==> config.mk <==
export PLATFORM = sky130hd
export DESIGN_NAME = rs_add_station
export DESIGN_NICKNAME = d
export VERILOG_FILES = /design/src/rtl/rs_add_station.sv
export SDC_FILE = /design/constraint.sdc
export NUM_CORES = 1
export LEC_CHECK = 0
export ABC_CLOCK_PERIOD_IN_PS = 3170
export BUFFER_PORTS_ARGS = -buffer_cell sky130_fd_sc_hd__buf_2
export CORE_ASPECT_RATIO = 2
export CORE_MARGIN = 3
export CORE_UTILIZATION = 56
export CTS_CLUSTER_SIZE = 24
export DETAILED_ROUTE_END_ITERATION = 12
export PLACE_DENSITY_LB_ADDON = 0.05
export SYNTH_ARGS = -nofsm -noshare
export SYNTH_HDL_FRONTEND = slang
export SYNTH_SLANG_ARGS = --single-unit
export TNS_END_PERCENT = 5
==> constraint.sdc <==
create_clock -name clk1 -period 3.17 [get_ports clk1]
set_clock_uncertainty 0.15 [all_clocks]
set_input_delay 0.1585 -clock clk1 [delete_from_list [all_inputs] [get_ports clk1]]
set_output_delay 0.1585 -clock clk1 [all_outputs]
set_load 0.05 [all_outputs]
==> src/rtl/rs_add_station.sv <==
// Add/sub reservation station: buffers issued ops, resolves ROB-tag operands from the CDB, dispatches ready ops.
// Optional build macro RS_AGE_ORDER_EN: oldest-ready dispatch; otherwise lowest-index-ready dispatch.
module rs_add_station #(
  parameter int DEPTH  = 3,
  parameter int DATA_W = 16,
  parameter int TAG_W  = 3,
  parameter int FUNC_W = 4
) (
  input  logic                       clk1,
  input  logic                       rst,
  input  logic                       flush,
  input  logic                       iss_valid,
  output logic                       iss_ready,
  input  logic                       iss_rs1b,
  input  logic [DATA_W-1:0]          iss_rs1,
  input  logic                       iss_rs2b,
  input  logic [DATA_W-1:0]          iss_rs2,
  input  logic [TAG_W-1:0]           iss_rob_ind,
  input  logic [FUNC_W-1:0]          iss_func,
  input  logic                       cdb_valid,
  input  logic [TAG_W-1:0]           cdb_tag,
  input  logic [DATA_W-1:0]          cdb_data,
  output logic                       disp_valid,
  input  logic                       disp_ready,
  output logic [DATA_W-1:0]          disp_a,
  output logic [DATA_W-1:0]          disp_b,
  output logic [FUNC_W-1:0]          disp_func,
  output logic [TAG_W-1:0]           disp_rob_ind,
  output logic [$clog2(DEPTH+1)-1:0] occ,
  output logic                       func_err
);

  localparam int OCC_W = $clog2(DEPTH + 1);
  localparam int IDX_W = (DEPTH > 1) ? $clog2(DEPTH) : 1;
  localparam logic [OCC_W-1:0]  DEPTH_C  = OCC_W'(DEPTH);
  localparam logic [FUNC_W-1:0] FUNC_ADD = FUNC_W'(0);
  localparam logic [FUNC_W-1:0] FUNC_SUB = FUNC_W'(1);

  // Entry state: control bits carry reset, operand payloads do not.
  logic [DEPTH-1:0]  ent_vld;
  logic [DEPTH-1:0]  ent_rdy1;
  logic [DEPTH-1:0]  ent_rdy2;
  logic [DEPTH-1:0]  ent_disp_ok;
  logic [DATA_W-1:0] ent_op1  [DEPTH];
  logic [DATA_W-1:0] ent_op2  [DEPTH];
  logic [FUNC_W-1:0] ent_func [DEPTH];
  logic [TAG_W-1:0]  ent_rob  [DEPTH];
`ifdef RS_AGE_ORDER_EN
  logic [OCC_W-1:0]  ent_age  [DEPTH];
  logic [OCC_W-1:0]  best_age;
`endif

  logic [OCC_W-1:0]  occ_p1;
  logic              func_err_p1;
  logic              sel_lock_p1;
  logic [IDX_W-1:0]  sel_idx_p1;

  logic              func_ok;
  logic              accept;
  logic              dispatch;
  logic [IDX_W-1:0]  free_idx;
  logic              pick_found;
  logic [IDX_W-1:0]  pick_idx;
  logic              in1_rdy;
  logic              in2_rdy;
  logic [DATA_W-1:0] in1_val;
  logic [DATA_W-1:0] in2_val;
  logic [DEPTH-1:0]  snoop1;
  logic [DEPTH-1:0]  snoop2;

  assign func_ok   = (iss_func == FUNC_ADD) || (iss_func == FUNC_SUB);
  assign iss_ready = (occ_p1 < DEPTH_C);
  assign accept    = iss_valid & iss_ready & func_ok & ~flush;
  assign dispatch  = pick_found & disp_ready;
  assign occ       = occ_p1;
  assign func_err  = func_err_p1;

  // Incoming operands: a tag being broadcast this very cycle is captured as a value.
  always_comb begin
    in1_rdy = iss_rs1b;
    in1_val = iss_rs1;
    if (!iss_rs1b && cdb_valid && (cdb_tag == iss_rs1[TAG_W-1:0])) begin
      in1_rdy = 1'b1;
      in1_val = cdb_data;
    end
    in2_rdy = iss_rs2b;
    in2_val = iss_rs2;
    if (!iss_rs2b && cdb_valid && (cdb_tag == iss_rs2[TAG_W-1:0])) begin
      in2_rdy = 1'b1;
      in2_val = cdb_data;
    end
  end

  always_comb begin
    snoop1      = '0;
    snoop2      = '0;
    ent_disp_ok = '0;
    free_idx    = '0;
    for (int i = 0; i < DEPTH; i++) begin
      snoop1[i] = cdb_valid & ent_vld[i] & ~ent_rdy1[i] & (ent_op1[i][TAG_W-1:0] == cdb_tag);
      snoop2[i] = cdb_valid & ent_vld[i] & ~ent_rdy2[i] & (ent_op2[i][TAG_W-1:0] == cdb_tag);
      ent_disp_ok[i] = ent_vld[i] & ent_rdy1[i] & ent_rdy2[i];
    end
    for (int i = DEPTH - 1; i >= 0; i--) begin
      if (!ent_vld[i]) free_idx = IDX_W'(i);
    end
  end

  // Dispatch select works from registered state only; a stalled offer stays locked.
  always_comb begin
    pick_found = 1'b0;
    pick_idx   = '0;
`ifdef RS_AGE_ORDER_EN
    best_age   = '0;
    for (int i = 0; i < DEPTH; i++) begin
      if (ent_disp_ok[i] && (!pick_found || (ent_age[i] < best_age))) begin
        pick_found = 1'b1;
        pick_idx   = IDX_W'(i);
        best_age   = ent_age[i];
      end
    end
`else
    for (int i = DEPTH - 1; i >= 0; i--) begin
      if (ent_disp_ok[i]) begin
        pick_found = 1'b1;
        pick_idx   = IDX_W'(i);
      end
    end
`endif
    if (sel_lock_p1) begin
      pick_found = ent_disp_ok[sel_idx_p1];
      pick_idx   = sel_idx_p1;
    end
  end

  always_comb begin
    disp_valid   = pick_found;
    disp_a       = '0;
    disp_b       = '0;
    disp_func    = '0;
    disp_rob_ind = '0;
    if (pick_found) begin
      disp_a       = ent_op1[pick_idx];
      disp_b       = ent_op2[pick_idx];
      disp_func    = ent_func[pick_idx];
      disp_rob_ind = ent_rob[pick_idx];
    end
  end

  // Control state boundary: validity, readiness, ages, occupancy, lock, error pulse.
  always_ff @(posedge clk1 or posedge rst) begin
    if (rst) begin
      ent_vld     <= '0;
      ent_rdy1    <= '0;
      ent_rdy2    <= '0;
      occ_p1      <= '0;
      func_err_p1 <= 1'b0;
      sel_lock_p1 <= 1'b0;
      sel_idx_p1  <= '0;
`ifdef RS_AGE_ORDER_EN
      for (int i = 0; i < DEPTH; i++) ent_age[i] <= '0;
`endif
    end else begin
      func_err_p1 <= iss_valid & iss_ready & ~func_ok;
      if (flush) begin
        ent_vld     <= '0;
        occ_p1      <= '0;
        sel_lock_p1 <= 1'b0;
      end else begin
        ent_rdy1 <= ent_rdy1 | snoop1;
        ent_rdy2 <= ent_rdy2 | snoop2;
`ifdef RS_AGE_ORDER_EN
        for (int i = 0; i < DEPTH; i++) begin
          if (dispatch && ent_vld[i] && (ent_age[i] > ent_age[pick_idx]))
            ent_age[i] <= ent_age[i] - 1'b1;
        end
`endif
        if (dispatch) ent_vld[pick_idx] <= 1'b0;
        if (accept) begin
          ent_vld[free_idx]  <= 1'b1;
          ent_rdy1[free_idx] <= in1_rdy;
          ent_rdy2[free_idx] <= in2_rdy;
`ifdef RS_AGE_ORDER_EN
          ent_age[free_idx]  <= occ_p1 - OCC_W'(dispatch);
`endif
        end
        occ_p1      <= occ_p1 + OCC_W'(accept) - OCC_W'(dispatch);
        sel_lock_p1 <= pick_found & ~disp_ready;
        sel_idx_p1  <= pick_idx;
      end
    end
  end

  // Payload boundary: operand values/tags, opcode and destination index.
  always_ff @(posedge clk1) begin
    for (int i = 0; i < DEPTH; i++) begin
      if (snoop1[i]) ent_op1[i] <= cdb_data;
      if (snoop2[i]) ent_op2[i] <= cdb_data;
    end
    if (accept) begin
      ent_op1[free_idx]  <= in1_val;
      ent_op2[free_idx]  <= in2_val;
      ent_func[free_idx] <= iss_func;
      ent_rob[free_idx]  <= iss_rob_ind;
    end
  end

endmodule

* After elaboration in Yosys (flattened, before gate mapping) *
Memories as Yosys holds them, arrays and structs flattened.
Cells that the tools add are included.

storage, ports and cells
  bits in registers = 15
  memory bits (writable) = 117
  input port bits = 66
  output and inout port bits = 44
  logic and storage cells = 128
  memories kept = 4

cells by class
  add/subtract/negate cells = 2
  magnitude comparators = 6
  eq/ne operators = 9
  muxes and demuxes = 49
  bitwise operators = 41
  reductions and logical operators = 10

memories
  name      depth  bits a word  rd ports  clocked after memory_dff  write ports  RTL line  text
  ent_op1   3      16           4         0                         4            44        logic [DATA_W-1:0] ent_op1 [DEPTH];
  ent_op2   3      16           4         0                         4            45        logic [DATA_W-1:0] ent_op2 [DEPTH];
  ent_func  3      4            1         0                         1            46        logic [FUNC_W-1:0] ent_func [DEPTH];
  ent_rob   3      3            1         0                         1            47        logic [TAG_W-1:0] ent_rob [DEPTH];

operators with widths
  operator              count
  $mux W16              4
  $and A1 B1 Y1         27
  $eq A3 B3 Y1          8
  $mux W1               24
  $mux W3               7
  $mux W2               8
  $lt A2 B3 Y1 const B  3
  $not A1 Y1            9
  $or A3 B3 Y3          3
  $bwmux W3             2
  $logic_and A1 B1 Y1   6
  $demux W1 S2          2
  $eq A4 B1 Y1 const B  1
  $ge A2 B1 Y1 const B  2
  $logic_not A4 Y1      1
  $mux W4               1
  $and A3 B3 Y3         1
  $not A3 Y3            1
  $add A2 B1 Y2         1
  $bmux W1 S2           1
  $logic_not A1 Y1      2
  $lt A2 B2 Y1 const B  1
  $sub A2 B1 Y2         1
  $logic_or A1 B1 Y1    1

* Depth between registers and ports, before layout *
  depth after elaboration = 17
  gate-level depth with buffers = 11
  gate-level depth less buffers = 9

* Worst setup path before layout *
No wires, ideal clock.

  path kind = reg-to-output
  start = register ent_vld[1]
  end = output port disp_func[0]
  arrival = 2.669 ns
  required time = 2.862 ns
  path slack = 0.192 ns
  cell stages (with the launch flop) = 5
  buffers on the path = 0
  cells stage by stage = dfrtp_1 nand3_1 o31ai_2 mux2i_1 a211oi_1

between the ends
  longest elaborated chain between the ends = 7
  elaborated cells between the ends (all ways) = 12
  classes of those cells = mux: 9; bitwise: 2; memory: 1

RTL lines
  item                               RTL line  text
  from (decl)                        40        logic [DEPTH-1:0] ent_vld;
  from (signal assigned)             153       ent_vld <= '0;
  from (signal assigned)             166       ent_vld <= '0;
  from (signal, indexed assignment)  178       if (dispatch) ent_vld[pick_idx] <= 1'b0;
  $and A1 B1 Y1 * (2 in a row)       102       ent_disp_ok[i] = ent_vld[i] & ent_rdy1[i] & ent_rdy2[i];
  $mux W2 (2 in a row)               124       if (ent_disp_ok[i]) begin
  $mux W2                            130       if (sel_lock_p1) begin
  $mem_v2 Z3 W4                      -
  $mux W4 *                          142       if (pick_found) begin
  to (decl)                          27        output logic [FUNC_W-1:0] disp_func,

Mark *: on every way between the ends. The rest lies on a longest branch, timed or not. The select of a mux whose other input is x is not followed.

==> results.yml <==
run_status:
  status: "finished, final reports clean"
logic_synthesis:
  synth_area_leader_cell: "edfxtp_1"
  syn_area_per_cell_um2: 14.2
  synth_area_leaders: "edfxtp_1 (51%), mux2_2 (14%), mux2i_1 (5.7%)"
  async_flop_share_pct: 11.4
  synth-edff-count: 117
  synth_cell_types: 48
  post-synth-top-count-cell: "edfxtp_1"
  synthFlopType: "edfxtp_1"
  synth_area_um2: 6840
  syn-num-nets: 549
  synth_top_area_share_pct: 51.3
  syn_inst: 481
  yosys-top-cells-count: "edfxtp_1 (117), mux2_2 (87), mux2i_1 (39)"
  ys_seq_area_share_pct: 56.8
  synth_warnings: 0
  ys_ff_latch: 132
drt:
  drt-total-wl_mm: 17.5
  drt-wirelength-per-cell_um: 21.2
  antenna_left: 0
  vias: 4780
  firstDrtPassIters: 4
  route.detailed.drc: 0
  via_per_inst: 5.80
  drtIter0Drc: 197
critical_path:
  crit_fanout: 16
  cp.required_ns: 3.18
  crit_arrival_ns: 2.99
  critPathLaunchType: "primary input"
  crit_type: "in -> reg"
  end_kind: "flop"
floorplanning:
  initial_utilization_pct: 57.8
  fp.dieH_um: 162
  row_count: 56
  io_pins: 110
  core_area_um2: 11800
  die_x_um: 84.2
  die_area_um2: 13700
global_routing:
  antenna_found_initial: 0
  grt.total_usage_pct: 26.4
  grt_pass1_wl_mm: 27.5
  grt_pass1_vias: 5274
  grt_start_max_net_pins: 48
  grt_overflow: 0
run:
  max-cap-violations: 0
cells_and_area:
  antenna_cells: 0
  nFillCells: 785
  final_nets: 734
  area_growth_pct: 29.5
  final_area_um2: 8860
  drive_above_1_share_pct: 40.1
timing:
  hold_violations: 0
  relSlewSlack_pct: 29.9
  min_period_ns: 2.98
  rsz0062_at_grt: "no"
  fmax_mhz: 336
  fin_crit_sh_pct: 93.9
  tightest_slew_ns: 1.05
  report.final.slew_viol_count: 0
  finalSetupViolCount: 0
  setup_tns_ns: 0
clocking:
  path_clk_slew_ns: 0.06
  cts_max_path_buffers: 2
  cts-buffers-inserted: 17
  postCtsSetupBuffers: 0
  cts_sinks: 132
  clock_latency_ns: 0.41
  htreeDepth: 4
  root_buffer: "clkbuf_16"
  tritoncts: "yes"
place:
  dp.final_hpwl_mm: 11.6
  port_buffers: 109
  postPlaceCellArea_um2: 7580
  gp_congestion: 0.919
power:
  ir_drop_mv: 0.438
  cellPowerDensity_nw_per_um2: 470
  power_leakage_nw: 3.69
worst_hold_path:
  hold_class: "in -> reg"
## timing repair
action                                 4_1_cts  5_1_grt
hold buffers                                70        0
setup endpoints to repair                    0        3
endpoints found under the hold margin      144        0
gates resized for setup                      0        2
## power by group
group | total (mW) | leakage, nW | internal (mW) | switching, mW
Clock | 1.92 | 0.273 | 1.17 | 0.753
Sequential | 1.93 | 1.25 | 1.91 | 0.0159
Combinational | 0.318 | 2.17 | 0.174 | 0.144
## routing by layer
metal | wire length [um] | global-route usage (%) | vias to the layer above
met3 | 615 | 4.61 | 32
met1 | 6260 | 27.5 | 2384
li1 | - | - | 2234
met5 | 0 | 0 | -
met4 | 476 | 11.6 | 0
met2 | 10100 | 50.6 | 130
## path summary, 6_finish.rpt
kind,from,endpoint,slack (ns),depth (start not counted)
worst min register to register,ent_rdy2[1],ent_rdy2[1],0.42,2
worst max register to register,ent_vld[0],ent_op2[0][12],0.22,7
min in group asynchronous,rst,occ[0],0.22,3
worst min-delay path,cdb_data[1],ent_op2[2][1],0.03,2
max in group asynchronous,rst,ent_vld[2],2.23,3
worst max-delay path,iss_func[1],ent_op2[0][12],0.19,9
## cell type report
class,count,area [um2],share of cell area (%)
Timing Repair Buffer,197,1390,15.7
Tap cell,145,181,2.05
Inverter,12,50.0,0.565
Sequential cell,132,3890,43.9
Multi-Input combinational cell,306,2770,31.2
Clock buffer,18,429,4.84
Clock inverter,14,154,1.74
## stage by stage
| stage | std cells | power (mW) | util, % | hold slack (ns) | setup WS [ns] |
|---|---|---|---|---|---|
| after floorplan | 481 | 2.10 | - | -0.0900 | 0.192 |
| after global placement | 722 | 2.20 | 64.0 | 0.105 | 0.515 |
| after detailed placement | 722 | 2.21 | 64.0 | 0.106 | 0.486 |
| after CTS | 824 | 4.18 | 74.8 | 0.0197 | 0.109 |
| after global routing | 824 | 4.28 | 74.9 | 0.0218 | 0.0313 |
| final | 824 | 4.17 | 74.9 | 0.0286 | 0.194 |
## state kept, by name, summed over array words and instances (netlist names)
register / count
occ: 2
ent_rob: 9
ent_rdy2: 3
sel_idx_p1: 2
ent_vld: 3
ent_op2: 48
func_err: 1
ent_rdy1: 3
ent_func: 12
ent_op1: 48
sel_lock_p1: 1
## cells in the final DEF (no fill, tap or decap), drive strengths merged, types with 7 or more instances in the layout
master | synthesis | layout
mux2 | 97 | 97
mux2i | 39 | 39
xnor2 | 10 | 10
dfrtp | 15 | 15
nor2 | 12 | 12
clkbuf | 10 | 18
dlygate4sd3 | 0 | 70
a211oi | 7 | 7
nand2 | 16 | 16
xor2 | 16 | 16
inv | 9 | 14
o21ai | 8 | 8
edfxtp | 117 | 117
a21oi | 8 | 8
o2bb2ai | 33 | 33
buf | 21 | 127
## critical path, cell delays in order
cell	delay (ns)
dlygate4sd3_1	0.53
buf_2	0.15
nor3_2	0.36
nand4_1	0.35
inv_2	0.26
nand2_1	0.08
buf_4	0.23
mux2_2	0.30
dlygate4sd3_1	0.56
## cells by family after synthesis
family          share of synthesized area (%)
mux                                      22.2
simple gates                             5.48
flops                                    56.8
xor+xnor                                 3.33
compound gates                           8.50
fa+ha+maj                               0.366
buf+inv                                  3.29
Power figures use the tool's default switching activity.
